$ cat config.mk
export PLATFORM = sky130hd
export DESIGN_NAME = whack_game_core
export DESIGN_NICKNAME = d
export VERILOG_FILES = /design/src/rtl/whack_game_core.sv
export SDC_FILE = /design/constraint.sdc
export NUM_CORES = 1
export LEC_CHECK = 0
export ABC_AREA = 1
export CAP_MARGIN = 20
export CORE_MARGIN = 5
export CORE_UTILIZATION = 25
export DETAILED_ROUTE_END_ITERATION = 8
export PLACE_DENSITY = 0.45
export SYNTH_ARGS = -nofsm -noshare
export SYNTH_HDL_FRONTEND = slang
export SYNTH_SLANG_ARGS = --single-unit
$ cat constraint.sdc
create_clock -name clk -period 3.85 [get_ports clk]
set_input_delay 0.9625 -clock clk [delete_from_list [all_inputs] [get_ports clk]]
set_output_delay 0.9625 -clock clk [all_outputs]
set_load 0.005 [all_outputs]
$ cat src/rtl/whack_game_core.sv
// N-hole whack-a-zombie engine: LFSR target selection, rising-edge hit scoring,
// per-target and per-round tick timers, saturating score/miss counters.
module whack_game_core #(
    parameter int unsigned N_HOLES    = 3,
    parameter int unsigned GAME_TICKS = 30,
    parameter int unsigned SHOW_TICKS = 4,
    parameter int unsigned SCORE_W    = 8,
    parameter logic [15:0] LFSR_SEED  = 16'hACE1
) (
    input  logic                              clk,
    input  logic                              rst,
    input  logic                              tick,
    input  logic                              start,
    input  logic [N_HOLES-1:0]                btn,
    output logic [N_HOLES-1:0]                led,
    output logic [SCORE_W-1:0]                score,
    output logic [SCORE_W-1:0]                misses,
    output logic [$clog2(GAME_TICKS+1)-1:0]   time_left,
    output logic                              gameover
);
    localparam int unsigned TW  = $clog2(N_HOLES);
    localparam int unsigned TLW = $clog2(GAME_TICKS + 1);
    localparam int unsigned SW  = $clog2(SHOW_TICKS + 1);
    localparam logic [N_HOLES-1:0] ONE = {{(N_HOLES-1){1'b0}}, 1'b1};

    typedef enum logic [1:0] {S_IDLE, S_SPAWN, S_SHOW, S_OVER} state_t;

    state_t              r_state;
    logic [15:0]         r_lfsr;
    logic [N_HOLES-1:0]  r_btn_q;
    logic [TW-1:0]       r_target;
    logic [SW-1:0]       r_show_cnt;

    logic [15:0]         w_lfsr_next;
    logic [TW-1:0]       w_cand;
    logic [TW-1:0]       w_next_tgt;
    logic [N_HOLES-1:0]  w_next_oh;
    logic [N_HOLES-1:0]  w_tgt_oh;
    logic [N_HOLES-1:0]  w_rise;
    logic                w_hit;
    logic                w_wrong;
    logic                w_show_to;
    logic                w_expire;
    logic [1:0]          w_miss_inc;

    function automatic logic [SCORE_W-1:0] sat_add(input logic [SCORE_W-1:0] v,
                                                   input logic [1:0] inc);
        logic [SCORE_W:0] s;
        s = {1'b0, v} + {{(SCORE_W-1){1'b0}}, inc};
        return s[SCORE_W] ? '1 : s[SCORE_W-1:0];
    endfunction

    always_comb begin
        w_lfsr_next = {1'b0, r_lfsr[15:1]} ^ (r_lfsr[0] ? 16'hB400 : 16'h0000);
        w_cand      = TW'(r_lfsr[7:0] % 8'(N_HOLES));
        // Bump a repeated candidate to the next hole so targets never repeat.
        if (w_cand == r_target)
            w_next_tgt = (w_cand == TW'(N_HOLES - 1)) ? '0 : w_cand + TW'(1);
        else
            w_next_tgt = w_cand;
        w_next_oh  = ONE << w_next_tgt;
        w_tgt_oh   = ONE << r_target;
        w_rise     = btn & ~r_btn_q;
        w_hit      = (w_rise == w_tgt_oh);
        w_wrong    = |(w_rise & ~w_tgt_oh);
        w_show_to  = tick && (r_show_cnt == SW'(1));
        w_expire   = tick && (time_left == TLW'(1));
        w_miss_inc = {1'b0, w_wrong} + {1'b0, w_show_to};
    end

    always_ff @(posedge clk or posedge rst) begin
        if (rst) begin
            r_state    <= S_IDLE;
            r_lfsr     <= LFSR_SEED;
            r_btn_q    <= '0;
            r_target   <= '0;
            r_show_cnt <= '0;
            led        <= '0;
            score      <= '0;
            misses     <= '0;
            time_left  <= '0;
            gameover   <= 1'b0;
        end else begin
            r_lfsr  <= w_lfsr_next;
            r_btn_q <= btn;
            // start behaves identically in every state: fresh round from SPAWN.
            if (start) begin
                score     <= '0;
                misses    <= '0;
                time_left <= TLW'(GAME_TICKS);
                gameover  <= 1'b0;
                led       <= '0;
                r_state   <= S_SPAWN;
            end else begin
                case (r_state)
                    S_IDLE, S_OVER: led <= '0;
                    S_SPAWN: begin
                        r_target   <= w_next_tgt;
                        r_show_cnt <= SW'(SHOW_TICKS);
                        if (tick)
                            time_left <= time_left - TLW'(1);
                        if (w_expire) begin
                            r_state  <= S_OVER;
                            gameover <= 1'b1;
                            led      <= '0;
                        end else begin
                            led     <= w_next_oh;
                            r_state <= S_SHOW;
                        end
                    end
                    S_SHOW: begin
                        if (tick) begin
                            time_left  <= time_left - TLW'(1);
                            r_show_cnt <= r_show_cnt - SW'(1);
                        end
                        if (w_hit) begin
                            score   <= sat_add(score, 2'd1);
                            led     <= '0;
                            r_state <= S_SPAWN;
                        end else begin
                            misses <= sat_add(misses, w_miss_inc);
                            if (w_show_to) begin
                                led     <= '0;
                                r_state <= S_SPAWN;
                            end
                        end
                        if (w_expire) begin
                            r_state  <= S_OVER;
                            gameover <= 1'b1;
                            led      <= '0;
                        end
                    end
                    default: r_state <= S_IDLE;
                endcase
            end
        end
    end
endmodule

== After elaboration in Yosys (flattened, before gate mapping) ==
Cells that the tools add are included.

* Add/sub/neg operators: 6
* Div/mod/pow operators: 1
* Equal/unequal tests: 11
* Shift-type cells: 2
* Multiplexer cells: 31
* Bitwise gates (word level): 6
* Reductions and logical operators: 20

{| class="wikitable"
|+ Operators by type and width
! kind !! number
|-
| 2-to-1 mux 8 bit || 8
|-
| 2-to-1 mux 3 bit || 6
|-
| 2-to-1 mux 16 bit || 1
|-
| bitwise XOR 15 x 16 -> 16 bit || 1
|-
| 2-to-1 mux 5 bit || 3
|-
| 2-to-1 mux 2 bit || 6
|-
| AND reduction 2 bit || 6
|-
| nonzero test 2 bit || 6
|-
| adder 8 x 1 -> 9 bit (second input constant) || 1
|-
| adder 8 x 2 -> 9 bit || 1
|-
| one-hot mux 3 bit (3 select lines) || 1
|-
| modulo 8 x 2 -> 8 bit (second input constant) || 1
|-
| AND 3 bit || 2
|-
| equality test 2 bit (second input constant) || 3
|-
| NOT 3 bit || 2
|-
| one-hot mux 3 bit (2 select lines) || 1
|-
| << shifter 1 x 2 -> 3 bit (first input constant) || 2
|-
| equality test 5 x 1 -> 1 bit (second input constant) || 1
|-
| != test 5 bit (second input constant) || 1
|-
| subtractor 5 x 1 -> 5 bit (second input constant) || 1
|-
| 2-to-1 mux 1 bit || 4
|-
| != test 2 bit (second input constant) || 2
|-
| one-hot mux 2 bit (2 select lines) || 1
|-
| OR reduction 2 bit || 2
|-
| other kinds (13) || 14
|}

* Flip-flop bits (word level): 51
* Bits of input ports: 7
* Output and inout bits: 25
* Word-level logic and storage cells: 87

== Logic depth before layout (Yosys ltp) ==
* Word-level depth: 10
* Mapped depth: 29
* Mapped depth without buffers: 29

== Worst setup path after synthesis ==
Ideal clock, no wire load.

* Path type: input to register
* Start point: input btn[0]
* End point: register misses[2]
* Library setup time: 0.132 ns
* Arrival: 2.657 ns
* Required time: 3.718 ns
* Slack: 1.061 ns
* Stages on the path: 9
* Buffers on the path: 0
* Path through: inv_1 -> nor2_1 -> ha_1 -> or3_1 -> fa_1 -> ha_1 -> or2_2 -> a21oi_1 -> o21ai_0

* Word-level cells in the longest chain between the ends: 9
* Elaborated cells between the ends (all ways): 12
* Those cells by class: 2 x add/sub; 2 x eq/ne; 4 x mux; 2 x bitwise; 2 x reduce/logical

{| class="wikitable"
|+ Ends and longest elaborated chain
! element !! line !! RTL
|-
| start: declaration || 14 || <nowiki>input logic [N_HOLES-1:0] btn,</nowiki>
|-
| AND 3 bit (*) || 63 || <nowiki>w_rise = btn & ~r_btn_q;</nowiki>
|-
| AND 3 bit || 65 || <nowiki>w_wrong = |(w_rise & ~w_tgt_oh);</nowiki>
|-
| OR reduction 3 bit || 65 ||
|-
| adder 1 x 1 -> 2 bit || 68 || <nowiki>w_miss_inc = {1'b0, w_wrong} + {1'b0, w_show_to};</nowiki>
|-
| adder 8 x 2 -> 9 bit || 49 || <nowiki>s = {1'b0, v} + {{(SCORE_W-1){1'b0}}, inc};</nowiki>
|-
| 2-to-1 mux 8 bit || 50 || <nowiki>return s[SCORE_W] ? '1 : s[SCORE_W-1:0];</nowiki>
|-
| 2-to-1 mux 8 bit || 116 || <nowiki>if (w_hit) begin</nowiki>
|-
| 2-to-1 mux 8 bit || 95 || <nowiki>case (r_state)</nowiki>
|-
| 2-to-1 mux 8 bit || 87 || <nowiki>if (start) begin</nowiki>
|-
| end signal: assignment || 121 || <nowiki>misses <= sat_add(misses, w_miss_inc);</nowiki>
|-
| end: declaration || 17 || <nowiki>output logic [SCORE_W-1:0] misses,</nowiki>
|}

Mark *: on every way between the ends. The rest lies on a longest branch, timed or not. The select of a mux whose other input is x is not followed.
A chain may end at the register's enable or synchronous reset.

== Worst setup path after layout ==
* Start point: register r_lfsr[7]
* End point: register led[1]

* Word-level cells in the longest chain between the ends: 8
* Elaborated cells between the ends (all ways): 10
* Those cells by class: 1 x add/sub; 1 x div; 2 x eq/ne; 1 x shift; 5 x mux

{| class="wikitable"
|+ Ends and longest elaborated chain
! element !! line !! RTL
|-
| start: declaration || 29 || <nowiki>logic [15:0] r_lfsr;</nowiki>
|-
| start signal: assignment || 84 || <nowiki>r_lfsr <= w_lfsr_next;</nowiki>
|-
| modulo 8 x 2 -> 8 bit (*) || 55 || <nowiki>w_cand = TW'(r_lfsr[7:0] % 8'(N_HOLES));</nowiki>
|-
| adder 2 x 1 -> 2 bit / equality test 2 bit (equally long branches) || 58 || <nowiki>w_next_tgt = (w_cand == TW'(N_HOLES - 1)) ? '0 : w_cand + TW'(1);</nowiki>
|-
| 2-to-1 mux 2 bit || 58 ||
|-
| 2-to-1 mux 2 bit (*) || 57 || <nowiki>if (w_cand == r_target)</nowiki>
|-
| << shifter 1 x 2 -> 3 bit (*) || 61 || <nowiki>w_next_oh = ONE << w_next_tgt;</nowiki>
|-
| 2-to-1 mux 3 bit (*) || 102 || <nowiki>if (w_expire) begin</nowiki>
|-
| one-hot mux 3 bit (3 select lines) (*) || 95 ||
|-
| 2-to-1 mux 3 bit (*) || 87 ||
|-
| end signal: assignment || 107 || <nowiki>led <= w_next_oh;</nowiki>
|-
| end: declaration || 15 || <nowiki>output logic [N_HOLES-1:0] led,</nowiki>
|}

Mark *: on every way between the ends. The rest lies on a longest branch, timed or not.

==> summary.txt <==
Floorplanning
  • Rows: 38
  • Chip Height: 115 um
  • Initial Util: 0.255
  • Boundary pin count: 32
  • Core Area: 10,800 um2
  • Die width: 115 um
  • Die outline area: 13,200 um2

Routing
  • Vias per Instance: 4.33
  • Initial drt markers: 79
  • Via Count: 2,214
  • Pre-Repair DR Iteration Count: 4
  • Routed wire length: 5810 um
  • DR DRC count: 0
  • Antenna viol nets, final: 0
  • Post-detailed-route wirelength per cell: 11.4 um

Global route
  • Global route total overflow: 0
  • Number of global-route vias before repair: 2,317
  • First-pass GRT wire length: 10,300 um
  • Total GRT Usage: 0.0945
  • Initial antenna violation count: 0
  • Largest net degree at the start of global routing: 30

CTS
  • H-Tree Depth: 2
  • Worst-Skew Late Latency: 300 ps
  • Hold_buf cts: 0
  • Clk buf depth: 2
  • CTS tree: yes
  • Root buffer cell: clkbuf_8
  • Setup bufs post-CTS: 0
  • TritonCTS Buffers: 5
  • Clk slew on worst S/H paths: 90 ps
  • Clk sinks: 51
  • Cts repair resizes: 0

Final layout
  • Design area: 3380 um2
  • Filler cells: 1,141
  • Nets: 391
  • Antenna fix cells: 0
  • Final Util: 0.313
  • Layout cell share with drive strength beyond 1: 0.129
  • Layout area overhead: 22.7%

Place
  • Final GP Congestion: 0.742
  • PortBufs: 31
  • Setup WS pre-CTS: 488 ps
  • DP Wirelength: 4370 um
  • Placed Area: 3260 um2

Critical path
  • Req. time, crit path: 4050 ps
  • CP max-delay cell: dfstp_2
  • CP arrival: 3270 ps
  • WP buf/inv: 5
  • Crit path launch type: flop
  • CP top delay family: simple AND/OR/NAND/NOR gates
  • Peak per-stage delay on the critical path: 570 ps
  • Crit. End Element: flop
  • Max FO, Critical Path: 5
  • Top cell by count, worst path: nand2_1
  • Crit path kind: reg2reg

Synth
  • Mapped Area: 2750 um2
  • Synth unique cells: 31
  • Synthesized flop and latch total: 51
  • Syn_nets: 352
  • Synthesized netlist cell count: 331
  • Sequential-to-total area share from yosys stat: 0.467
  • Synth warn: 0
  • Syn Area/Cell: 8.31 um2

STA
  • Clk_skew: 7.11 ps
  • Final hold viol count: 0
  • Final total negative setup slack: 0 ps
  • F_max: 325 MHz
  • Unrepaired setup endpoints after global routing: false
  • Final setup viols: 0
  • Fin crit share: 0.799
  • Max_slew headroom: 0.732
  • Minimum clock period: 3080 ps
  • Final setup margin: 774 ps
  • Worst-Margin Slew: 402 ps
  • Max Transition Viols Final: 0

Pwr
  • Maximum vdd drop: 0.194 mV
  • Overall power: 1.48 mW
  • Pwr Density: 439 nW/um2
  • Static Leakage: 1.59 nW

Job
  • Max-Cap Viols: 0

Worst hold path
  • Hold Crit Class: reg2reg

Outcome
  • Status: completed
-- report_power, final --
| part | leakage, nW | switching, mW | internal, mW |
|---|---|---|---|
| sequential | 0.641 | 0.0581 | 0.603 |
| clock | 0.0612 | 0.181 | 0.211 |
| combinational | 0.891 | 0.244 | 0.187 |
| total | 1.59 | 0.483 | 1.00 |
-- state kept, by name, indices dropped and copies added (netlist names) --
| register | cells |
|---|---|
| score | 8 |
| led | 3 |
| r_lfsr | 16 |
| r_btn_q | 3 |
| r_target | 2 |
| r_state | 2 |
| r_show_cnt | 3 |
| gameover | 1 |
| time_left | 5 |
| misses | 8 |
-- through the flow --
stage	hold WS (ps)	instances
6_report	357	511
5_1_grt	364	511
4_1_cts	361	511
3_5_place_dp	337	503
3_3_place_gp	336	503
2_1_floorplan	331	331
-- cell usage in the layout, fill, tap and decap left out, types with 3 or more instances in the layout --
cell,n
a21oi_1,12
buf_4,5
clkbuf_8,6
clkdlybuf4s50_1,31
dfrtp_1,43
dfstp_2,8
ha_1,13
inv_1,55
nand2_1,50
nand2_2,11
nand3_1,30
nand3_2,5
nand4_1,6
nor2_1,36
nor3_1,4
o21ai_0,20
o22ai_1,6
or2_2,3
xor2_1,7
-- cells in the mapped netlist, drive strengths merged --
master / count / area share
and2: 1 / 0.0023
nor2: 36 / 0.049
or3: 1 / 0.0023
a21oi: 13 / 0.025
nand2: 62 / 0.097
a32o: 1 / 0.0036
nand4: 7 / 0.018
dfstp: 8 / 0.076
clkbuf: 4 / 0.0055
ha: 13 / 0.059
o21bai: 2 / 0.0068
fa: 1 / 0.0073
o211ai: 2 / 0.0055
o22ai: 6 / 0.014
dfrtp: 43 / 0.39
xor2: 7 / 0.022
o21ai: 23 / 0.045
inv: 57 / 0.078
o31ai: 2 / 0.0055
nand3: 35 / 0.073
nor3: 4 / 0.0073
or2: 3 / 0.0068
-- logic make-up (layout without fill, tap and decap cells) --
kind of cell             after synthesis  after routing  synth area share
flip-flops                            51             51             0.467
buffers and inverters                 61            101            0.0832
adder cells (fa/ha/maj)               14             14            0.0664
AO/OA/AOI/OAI                         49             49             0.105
AND/OR/NAND/NOR                      149            149             0.256
XOR/XNOR                               7              7            0.0223
-- per-layer routing --
layer,wire length [um],track usage
met5,0,0
met1,2800,0.121
met2,2710,0.159
met3,233,0.0221
met4,70,0.0282
-- path summary, 6_finish.rpt --
check	end	startpoint	cells after the start	slack, ps
max	led[1]	r_lfsr[7]	28	770
min	r_lfsr[8]	r_lfsr[9]	0	360
max reg2reg	led[1]	r_lfsr[7]	28	770
min reg2reg	r_lfsr[8]	r_lfsr[9]	0	360
max in group asynchronous	led[2]	rst	3	2430
min in group asynchronous	score[3]	rst	2	840
-- cell type report --
class / count / area, um2 / area share
Sequential cell: 51 / 1290 / 0.381
Multi-Input combinational cell: 219 / 1240 / 0.366
Timing Repair Buffer: 36 / 348 / 0.103
Inverter: 57 / 214 / 0.0634
Tap cell: 140 / 175 / 0.0519
Clock buffer: 6 / 82.6 / 0.0245
Clock inverter: 2 / 35.0 / 0.0104
No activity file was read; power rests on OpenSTA's default activity.
